### src/rtl/regalu_sequencer.sv
// regalu_sequencer: serialises load-immediate and ALU commands onto a register-file + ALU datapath
// Ports:
//   clk, rst_n                    clock, asynchronous active-low reset
//   cmd_valid/cmd_ready           command handshake; cmd_load selects load-immediate over ALU op
//   cmd_opcode, cmd_rd/rs1/rs2    ALU opcode and register addresses
//   cmd_imm                       immediate for load commands
//   rsp_valid/rsp_ready/rsp_data  response handshake carrying the value written to rd
//   busy, op_count                not-idle flag, retired-command counter (wraps)
//   dp_*                          datapath read/write ports, opcode and ALU result
module regalu_sequencer #(
    parameter bit PROTECT_R0 = 1'b1,
    parameter int CNT_W      = 16
) (
    input  logic             clk,
    input  logic             rst_n,
    input  logic             cmd_valid,
    output logic             cmd_ready,
    input  logic             cmd_load,
    input  logic [1:0]       cmd_opcode,
    input  logic [4:0]       cmd_rd,
    input  logic [4:0]       cmd_rs1,
    input  logic [4:0]       cmd_rs2,
    input  logic [31:0]      cmd_imm,
    output logic             rsp_valid,
    input  logic             rsp_ready,
    output logic [31:0]      rsp_data,
    output logic             busy,
    output logic [CNT_W-1:0] op_count,
    output logic             dp_we3,
    output logic [4:0]       dp_a1,
    output logic [4:0]       dp_a2,
    output logic [4:0]       dp_a3,
    output logic [31:0]      dp_wd3,
    output logic [1:0]       dp_opcode,
    input  logic [31:0]      dp_alu_result
);
    typedef enum logic [1:0] {IDLE, READ, WB, RESP} state_t;
    state_t state, state_nx;
    logic [4:0] rd_q;
    always_ff @(posedge clk or negedge rst_n)
        if (!rst_n) state <= IDLE;
        else        state <= state_nx;
    always_comb begin
        state_nx = (state == IDLE) ? (cmd_valid ? (cmd_load ? WB : READ) : IDLE) :
                   (state == READ) ? WB :
                   (state == WB)   ? RESP :
                   (rsp_ready ? IDLE : RESP);
    end
    // dp_a3 is loaded on entry to WB, so it already names rd while WB is active
    always_comb begin
        cmd_ready = state == IDLE;
        busy      = state != IDLE;
        rsp_valid = state == RESP;
        dp_we3    = (state == WB) && !(PROTECT_R0 && dp_a3 == 5'd0);
    end
    // dp_wd3 doubles as the result register: it is loaded with imm or the ALU result on entry to WB
    always_ff @(posedge clk or negedge rst_n)
        if (!rst_n) begin
            rd_q      <= '0;
            dp_a1     <= '0;
            dp_a2     <= '0;
            dp_a3     <= '0;
            dp_wd3    <= '0;
            dp_opcode <= '0;
            rsp_data  <= '0;
            op_count  <= '0;
        end else begin
            if (state == IDLE && cmd_valid) begin
                rd_q <= cmd_rd;
                if (cmd_load) begin
                    dp_a3  <= cmd_rd;
                    dp_wd3 <= cmd_imm;
                end else begin
                    dp_a1     <= cmd_rs1;
                    dp_a2     <= cmd_rs2;
                    dp_opcode <= cmd_opcode;
                end
            end
            if (state == READ) begin
                dp_a3  <= rd_q;
                dp_wd3 <= dp_alu_result;
            end
            if (state == WB) rsp_data <= dp_wd3;
            if (rsp_valid && rsp_ready) op_count <= op_count + CNT_W'(1);
        end
endmodule

### config.mk
export PLATFORM = sky130hd
export DESIGN_NAME = regalu_sequencer
export DESIGN_NICKNAME = d
export VERILOG_FILES = /design/src/rtl/regalu_sequencer.sv
export SDC_FILE = /design/constraint.sdc
export NUM_CORES = 1
export LEC_CHECK = 0
export ABC_AREA = 0
export CAP_MARGIN = 5
export CORE_ASPECT_RATIO = 1.2
export CORE_MARGIN = 3
export CORE_UTILIZATION = 43
export CTS_CLUSTER_DIAMETER = 200
export CTS_CLUSTER_SIZE = 28
export DETAILED_ROUTE_END_ITERATION = 16
export HOLD_SLACK_MARGIN = 0.08
export PLACE_DENSITY = 0.84
export SLEW_MARGIN = 10
export SYNTH_ARGS = -nofsm -noshare
export SYNTH_HDL_FRONTEND = slang
export SYNTH_SLANG_ARGS = --single-unit
### constraint.sdc
create_clock -name clk -period 2.15 [get_ports clk]
set_clock_uncertainty 0.05 [all_clocks]
set_input_delay 0.215 -clock clk [delete_from_list [all_inputs] [get_ports clk]]
set_output_delay 0.215 -clock clk [all_outputs]
set_load 0.05 [all_outputs]
==> flow_summary.json <==
{
  "clk_path_buf_depth": 2,
  "relSlewSlack": 0.6311,
  "outcome": "complete, no violations",
  "cts.sinks": 104,
  "clock_latency_ps": 330,
  "nFillCells": 739,
  "cts_buffers": 9,
  "ys_seq_elements": 104,
  "die_y_um": 116.9,
  "syn_area_per_cell_um2": 12.82,
  "cp-start-kind": "flop",
  "synth-edff-count": 0,
  "ys_top_cells_by_area": "dfrtp_1, mux2_2, mux2i_1, o21ai_0, nand2_1",
  "async_flop_share": 1.000,
  "finalSetupTns_ps": 0,
  "cp.required_ps": 1880,
  "regArea_mm2": 0.002603,
  "dieWidth_um": 98.44,
  "synth_commonest_cells": "dfrtp_1, mux2_2, nand2_1, mux2i_1, o21ai_0",
  "cap_violations": 0,
  "gp_congestion": 0.7954,
  "worst_ep_arrival_time_ps": 1730,
  "dpl_cell_area_mm2": 0.006390,
  "tightestPinTransition_ps": 551.7,
  "synthesis.nets": 431,
  "root_buffer": "clkbuf_16",
  "whs_ps": 347.4,
  "cts.reportedPaths.clkPinSlew_ps": 60,
  "h-tree-depth": 3,
  "grt_start_max_net_pins": 76,
  "crit_fanout": 7,
  "power.density_mw_per_mm2": 1787,
  "hold_viol": 0,
  "grt_pass1_vias": 3523,
  "dp_hpwl_mm": 8.031,
  "drt_iter0_drc": 63,
  "period_minus_slack_ps": 1997,
  "postRouteAntennaNets": 0,
  "antenna_found_initial": 0,
  "rsz0062_at_grt": "no",
  "grt_usage": 0.1853,
  "port_buffers": 186,
  "core_area_mm2": 0.009759,
  "drtPass1Iterations": 4,
  "fin_area_mm2": 0.006724,
  "critPathKind": "flop to output pin",
  "final_core_util": 0.6890,
  "io_pins": 187,
  "area_delta_synth_final_pct": 52.50,
  "ir_worst_vdd_uv": 1083,
  "post_cts_buffers": 0,
  "cts_tree": "built",
  "drc": 0,
  "synthFlopType": "dfrtp_1",
  "p_leak_nw": 2.911,
  "initial_core_util": 0.4518,
  "setup_violations": 0,
  "synth_cell_types": 31,
  "cp-end-kind": "output pin",
  "viasPerCell": 4.926,
  "vias": 3241,
  "slew_violations": 0,
  "syn_area_mm2": 0.004409,
  "synth_top_cell_area_share": 0.5902,
  "max_freq_ghz": 0.5008,
  "power_mw": 12.01,
  "fp.dieArea_mm2": 0.01151,
  "rows": 39,
  "yosysSeqAreaShare": 0.5902,
  "grt_pass1_wl_mm": 16.86,
  "multi_input_area_mm2": 0.001665,
  "overflow": 0,
  "synth.largest_area_cell": "dfrtp_1",
  "wire_per_inst_um": 16.02,
  "synth_cells": 344,
  "nets": 617,
  "hp-class": "primary input to async pin",
  "synth.most_common_cell": "dfrtp_1",
  "drive_gt1_frac": 0.1607,
  "finalCritPeriodShare": 0.9288,
  "yosysWarnings": 0,
  "antenna_cells": 0,
  "drt_wl_total_mm": 10.54
}
[timing repair]
action	in CTS	in global routing
gates resized for setup	0	1
hold buffers	1	0
setup endpoints to repair	0	1
endpoints found under the hold margin	39	0
[through the flow]
stage,std cells,worst slack [ps]
after detailed placement,641,297.8
after floorplan,344,94.08
final,658,153.1
after global routing,658,52.36
after global placement,641,353.3
after CTS,658,54.38
[placed cells by master, fill, tap and decap left out, types with 3 or more instances in the layout]
cell type / instances
mux2_2: 50
o21ai_0: 37
and3_1: 4
nand4_1: 3
clkdlybuf4s50_1: 182
dfrtp_1: 104
nand3_1: 3
clkinv_2: 3
xnor2_1: 6
mux2i_1: 37
nand2_1: 46
inv_1: 3
clkbuf_16: 9
nor3_1: 5
xor2_1: 9
buf_12: 4
buf_4: 6
nor2_1: 3
[kinds of logic (layout without fill, tap and decap cells)]
| kind of cell | Yosys count | count (layout) | share of synthesized area |
|---|---|---|---|
| xor+xnor | 15 | 15 | 0.02980 |
| buf+inv | 22 | 213 | 0.03207 |
| fa+ha+maj | 1 | 1 | 0.002837 |
| flops | 104 | 104 | 0.5902 |
| mux | 87 | 87 | 0.2117 |
| compound gates | 39 | 39 | 0.04427 |
| simple gates | 76 | 76 | 0.08911 |
[where the power goes]
part / internal (mW) / switching [mW] / total [mW]
clock network: 1.05 / 0.677 / 1.72
logic: 2.57 / 4.32 / 6.89
registers: 2.83 / 0.573 / 3.40
total: 6.44 / 5.57 / 12.0
[state kept, by name (all words and copies together), names as in the netlist]
signal,cells
state,2
dp_a1,5
dp_a3,5
dp_wd3,32
dp_a2,5
dp_opcode,2
rsp_data,32
op_count,16
rd_q,5
[worst max-delay path, cell delays in order, from the launching register on]
cell and delay [ps]:
dfrtp_1 440, nor2_2 200, inv_1 60, clkdlybuf4s50_1 700
[metal layers]
layer	vias up	track usage	routed length, µm
li1	1560	-	-
met5	-	0	0
met1	1550	0.2074	3963
met4	0	0.08561	284
met2	112	0.3320	5607
met3	19	0.04920	683
[worst paths after layout]
check	to	cells past startpoint	from	slack (ps)
min	dp_a2[1]	2	rst_n	350
min in group clk	op_count[15]	1	op_count[15]	420
max in group asynchronous	op_count[8]	3	rst_n	960
max	busy	3	state[0]	150
min reg2reg	op_count[15]	1	op_count[15]	420
max reg2reg	dp_a1[4]	4	state[0]	370
[area by class of cell]
| class | count | share of cell area |
|---|---|---|
| flip-flops and latches | 104 | 0.3870 |
| clock inverters | 6 | 0.01228 |
| inverters | 3 | 0.001675 |
| multi-input cells | 218 | 0.2477 |
| repair buffers | 194 | 0.2929 |
| clock buffers | 10 | 0.03554 |
| well taps | 123 | 0.02289 |
Power figures use the tool's default switching activity.
